`src/rtl/sipo_rx.sv`:
```
// Serial-in parallel-out receiver: assembles WIDTH-bit words from a strobed serial
// stream and hands them to a consumer through a valid/ready holding register.
module sipo_rx #(
   parameter int WIDTH     = 4,
   parameter int MSB_FIRST = 1
) (
   input  logic             clk,
   input  logic             rst_n,
   input  logic             start,
   input  logic             shift,
   input  logic             sin,
   output logic [WIDTH-1:0] dout,
   output logic             dout_valid,
   input  logic             dout_ready,
   output logic             overrun,
   output logic             frame_err,
   input  logic             clr_err
);

   localparam int CW = $clog2(WIDTH + 1);

   typedef enum logic {IDLE, RECV} state_t;

   state_t           state_q, state_d;
   logic [CW-1:0]    cnt_q, cnt_d;
   logic [WIDTH-1:0] sr_q, sr_d;
   logic [WIDTH-1:0] dout_q, dout_d;
   logic             valid_q, valid_d;
   logic             ovr_q, ovr_d;
   logic             ferr_q, ferr_d;

   logic             complete;
   logic [WIDTH-1:0] word;
   logic             ovr_set;
   logic             ferr_set;

   function automatic logic [WIDTH-1:0] shift_in(input logic [WIDTH-1:0] sr, input logic b);
      if (MSB_FIRST != 0) return {sr[WIDTH-2:0], b};
      else                return {b, sr[WIDTH-1:1]};
   endfunction

   // Frame assembly: a completing shift wins over start, so the finished word is kept
   // and the start simply opens the next frame.
   always_comb begin
      state_d  = state_q;
      cnt_d    = cnt_q;
      sr_d     = sr_q;
      complete = 1'b0;
      word     = shift_in(sr_q, sin);
      ferr_set = 1'b0;

      if (state_q == RECV && shift && cnt_q == CW'(WIDTH - 1)) begin
         complete = 1'b1;
         sr_d     = '0;
         cnt_d    = '0;
         state_d  = start ? RECV : IDLE;
      end else if (start) begin
         ferr_set = (state_q == RECV) && (cnt_q != '0);
         state_d  = RECV;
         if (shift) begin
            sr_d  = shift_in('0, sin);
            cnt_d = CW'(1);
         end else begin
            sr_d  = '0;
            cnt_d = '0;
         end
      end else if (state_q == RECV && shift) begin
         sr_d  = word;
         cnt_d = cnt_q + CW'(1);
      end
   end

   // Holding register and sticky flags; a set event in the same cycle beats clr_err.
   always_comb begin
      dout_d  = dout_q;
      valid_d = valid_q;
      ovr_set = 1'b0;

      if (complete) begin
         if (!valid_q || dout_ready) begin
            dout_d  = word;
            valid_d = 1'b1;
         end else begin
            ovr_set = 1'b1;
         end
      end else if (valid_q && dout_ready) begin
         valid_d = 1'b0;
      end

      ovr_d  = ovr_set  | (ovr_q  & ~clr_err);
      ferr_d = ferr_set | (ferr_q & ~clr_err);
   end

   always_ff @(posedge clk or negedge rst_n) begin
      if (!rst_n) begin
         state_q <= IDLE;
         cnt_q   <= '0;
         sr_q    <= '0;
         dout_q  <= '0;
         valid_q <= 1'b0;
         ovr_q   <= 1'b0;
         ferr_q  <= 1'b0;
      end else begin
         state_q <= state_d;
         cnt_q   <= cnt_d;
         sr_q    <= sr_d;
         dout_q  <= dout_d;
         valid_q <= valid_d;
         ovr_q   <= ovr_d;
         ferr_q  <= ferr_d;
      end
   end

   assign dout       = dout_q;
   assign dout_valid = valid_q;
   assign overrun    = ovr_q;
   assign frame_err  = ferr_q;

endmodule

```
`config.mk`:
```
export PLATFORM = sky130hd
export DESIGN_NAME = sipo_rx
export DESIGN_NICKNAME = d
export VERILOG_FILES = /design/src/rtl/sipo_rx.sv
export SDC_FILE = /design/constraint.sdc
export NUM_CORES = 1
export LEC_CHECK = 0
export ABC_CLOCK_PERIOD_IN_PS = 1800
export BUFFER_PORTS_ARGS = -buffer_cell sky130_fd_sc_hd__buf_2
export CAP_MARGIN = 10
export CORE_MARGIN = 3
export CORE_UTILIZATION = 44
export DETAILED_ROUTE_END_ITERATION = 6
export GPL_ROUTABILITY_DRIVEN = 0
export PLACE_DENSITY = 0.67
export SKIP_CTS_REPAIR_TIMING = 1
export SYNTH_ARGS = -nofsm -noshare
export SYNTH_HDL_FRONTEND = slang
export SYNTH_SLANG_ARGS = --single-unit
```
`constraint.sdc`:
```
create_clock -name clk -period 1.8 [get_ports clk]
set_clock_uncertainty 0.15 [all_clocks]
set_input_delay 0 -clock clk [delete_from_list [all_inputs] [get_ports clk]]
set_output_delay 0 -clock clk [all_outputs]
set_load 0.005 [all_outputs]
```
Word-level counts from Yosys, hierarchy flattened
Index checks and enable logic that the tools add are counted.

Eq/ne operators: 2. Bitwise gates (word level): 5. Reduce and logical (&&, ||, !) cells: 12. Muxes and demuxes: 19. Add/sub/neg operators: 1.

Operator list (number): $mux W3 (6); $mux W1 (13); $reduce_bool A3 Y1 (2); $logic_and A1 B1 Y1 (4); $reduce_and A2 Y1 (2); $reduce_bool A2 Y1 (2); $add A3 B1 Y3 const B (1); $eq A3 B2 Y1 const B (1); $and A1 B1 Y1 (2); $ne A2 B1 Y1 const B (1); $or A1 B1 Y1 (2); $logic_not A1 Y1 (1); $logic_or A1 B1 Y1 (1); $not A1 Y1 (1).

Bits in registers: 14. Logic and storage cells: 46.

Logic depth before layout (Yosys ltp)
Depth in word-level cells: 5. Mapped depth: 5.

Least setup slack after synthesis
OpenSTA, ideal clock, no wires.

Path type: register -> register. Start: reg cnt_q[0]. End: reg dout_q[0] (netlist: dout[0]). Stages on the path, launching flop included: 6. Setup time: 0.128 ns. Data arrival time: 1.274 ns. Period minus slack after synthesis: 1.551 ns. Path slack: 0.249 ns. Path through: dfrtp_1 -> ha_1 -> ha_1 -> nand3_2 -> nor2b_4 -> mux2_1.

Cells in the longest elaborated chain, start to end: 4.

RTL lines: start, declared (line 25) `logic [CW-1:0] cnt_q, cnt_d;`; start signal, assigned (line 105) `cnt_q <= cnt_d;`; $eq A3 B2 Y1 (line 52) `if (state_q == RECV && shift && cnt_q == CW'(WIDTH - 1)) begin`; $logic_and A1 B1 Y1 (line 52); $mux W1 (line 52); $reduce_and A2 Y1 (no line); end signal, assigned (line 107) `dout_q <= dout_d;`; end, declared (line 27) `logic [WIDTH-1:0] dout_q, dout_d;`.

Every way passes these cells. A chain may end at the register's enable or synchronous reset.

Worst setup path in the final report
Start: reg cnt_q[0]. End: reg dout_q[2] (netlist: dout[2]).

The elaborated chain is that of the path after synthesis.

==> impl_metrics.csv <==
group,metric,value,unit
power,p_sw,0.0001948,W
die,die_w,44.57,µm
placed_design,placed_cell_area,728.2,µm²
layout,drive_above_1_share,27.16,%
drt,drt_wl_total,1.255,mm
worst_setup_path,cp.required,1.80,ns
synthesis,ys_ff_latch,14,
die,coreArea,1350,µm²
die,io_pins,14,
timing,holdWs,-0.004885,ns
grt,grt_pass1_wl,1.987,mm
power,irDropWorstVdd,0.0004250,V
clock_tree,cts_root_buf,"clkbuf_4",
synthesis,synthCells,61,
layout,register_area,350.3,µm²
grt,grt_usage,14.61,%
synthesis,yosys_warnings,0,
synthesis,synth_nets,71,
layout,syn2layout_area_growth,24.28,%
drt,drtAntennaViolNets,0,
timing,relSlewSlack,79.08,%
layout,final_cell_mix,"dfrtp_1, buf_2, inv_1, a21oi_1, dlygate4sd3_1",
drt,via_count,486,
power,clkPwrFrac,23.8,%
die,std_cell_rows,13,
die,fp.dieArea,1986,µm²
timing,hold_viol,7,
synthesis,yosysUniqueCellTypes,23,
power,pwr-share-comb,21.3,%
synthesis,yosysSeqAreaShare,53.54,%
timing,rsz0062_at_grt,"false",
timing,final-setup-viol-count,0,
layout,final_util,60.24,%
synthesis,synth_flop_cell,"dfrtp_1",
synthesis,synthArstFlopShare,100.0,%
drt,viasPerCell,5.063,
placed_design,dpl.hpwl,866.3,µm
die,die_h,44.57,µm
clock_tree,clk_path_buf_depth,2,
drt,wl_met2,604,µm
layout,fin_nets,93,
hold_path,hp-class,"in2async",
die,start_util,48.47,%
worst_setup_path,end_kind,"flip-flop",
worst_setup_path,cp-startpoint,"cnt_q[0]",
power,power_density,882.4,nW/µm²
layout,final_area,813.3,µm²
flow_run,cap_viol_max_count,0,
clock_tree,h-tree-depth,1,
timing,final-max-slew-violation-count,0,
clock_tree,clk_pin_slew,0.08,ns
grt,grt-ovfl-total,0,
clock_tree,cts-buffers-inserted,3,
drt,drc_errors,0,
synthesis,avgSynthCellArea,10.73,µm²
power,p_leak,0.3951,nW
outcome,violations,"negative hold slack",
drt,wl_per_cell,13.07,µm
layout,n_antenna_cell,0,
grt,grt_max_degree,15,
outcome,status,"complete, but fails checks",
layout,nFillCells,119,
worst_setup_path,critPathKind,"reg2reg",
placed_design,place_inst,87,
worst_setup_path,r2r_start,"cnt_q[0]",
clock_tree,clkLatencyLatePin,0.27,ns
grt,antenna_found_initial,0,
power,p_sw_share,27.15,%
worst_setup_path,critPathArrivalTime,1.68,ns
power,cell_internal_pwr,0.0005228,W
synthesis,synth_area,654.4,µm²
timing,max_freq,598.6,MHz
timing,period_share,92.81,%
worst_setup_path,crit_path_cell_trace,"ha_1 -> ha_2 -> nand3_2 -> nor2b_4 -> mux2_1",
drt,drt-pass1-iter-count,4,
timing,final.setup.tns,0,ns
drt,wl_met3,54,µm
worst_setup_path,crit_path_start_kind,"flip-flop",
layout,multi_input_area,274.0,µm²
timing,tightest_slew,0.3138,ns
drt,dr.max_layer_used,"met4",
clock_tree,clock_sinks,14,
worst_setup_path,cpMaxStageDelayCell,"dfrtp_1",
layout,stdcell_count,96,
synthesis,synth_edf_count,0,
layout,final_common_cell,"dfrtp_1",
clock_tree,cts_tree,"done",
grt,grt_pass1_vias,447,
drt,wl_met1,571,µm
worst_setup_path,cp_max_fo,4,
drt,drt_iter0_drc,8,
worst_setup_path,max_stage_delay,0.38,ns
placed_design,io_buffers,13,
timing,min_period,1.670,ns
power,seqPwrFrac,54.9,%
final cells by class:
type	instances	area share [%]
multi-input cells	39	33.69
repair buffers	19	15.38
clock buffers	3	2.769
well taps	15	2.308
flip-flops and latches	14	43.08
inverters	6	2.769
worst max-delay path, delay by kind of cell (launching register included):
kind	cells	cell delay, ns
multiplexers	1	0.34
adder cells (fa/ha/maj)	2	0.37
flip-flops	1	0.38
AND/OR/NAND/NOR	2	0.31
logic make-up after synthesis:
group,after synthesis,share of synthesized area [%]
AND/OR/NAND/NOR,20,18.17
AO/OA/AOI/OAI,12,10.71
buffers and inverters,8,4.971
adder cells (fa/ha/maj),3,5.737
flip-flops,14,53.54
multiplexers,4,6.883
cells in the mapped netlist (2+ instances only):
master	number	area [µm²]
ha_1	3	37.54
buf_2	2	10.01
nand2_1	5	18.77
o21ai_0	2	10.01
mux2_1	4	45.04
inv_1	6	22.52
dfrtp_1	14	350.3
nand4_1	3	18.77
nand2b_1	3	18.77
a21oi_1	6	30.03
sequential cells by signal, summed over array words and instances (netlist names):
name and cells:
overrun 1, state_q 1, dout_valid 1, cnt_q 3, dout 4, frame_err 1
sr_q 3
routing by layer:
| metal | vias to the layer above | GRT usage, % |
|---|---|---|
| met5 | - | 0 |
| met3 | 5 | 3.659 |
| li1 | 249 | - |
| met1 | 220 | 19.24 |
| met4 | 0 | 10.84 |
| met2 | 12 | 20.34 |
power by group through the flow:
stage	Combinational, W	Sequential, W	Clock, W
final	0.000153	0.000394	0.000171
after global routing	0.000174	0.000399	0.000190
after CTS	0.000145	0.000394	0.000185
after detailed placement	0.000145	0.000398	0
after global placement	0.000145	0.000399	0
after floorplan	0.0000783	0.000399	0
worst paths after layout:
check,to,slack [ns],depth (start not counted)
worst max-delay path,dout[2],0.13,5
worst min-delay path,frame_err,-0.005,2
worst max register to register,dout[2],0.13,5
worst min register to register,dout[1],0.35,1
max in group asynchronous,sr_q[0],1.26,2
min in group clk,frame_err,0.30,3
through the flow:
stage | total power (W) | setup slack, ns
after floorplan | 0.0004776 | 0.2487
after global placement | 0.0005441 | 0.1720
after detailed placement | 0.0005432 | 0.1262
after CTS | 0.0007242 | 0.1061
after global routing | 0.0007622 | 0.01569
final | 0.0007176 | 0.1295
No activity file was read; power rests on OpenSTA's default activity.
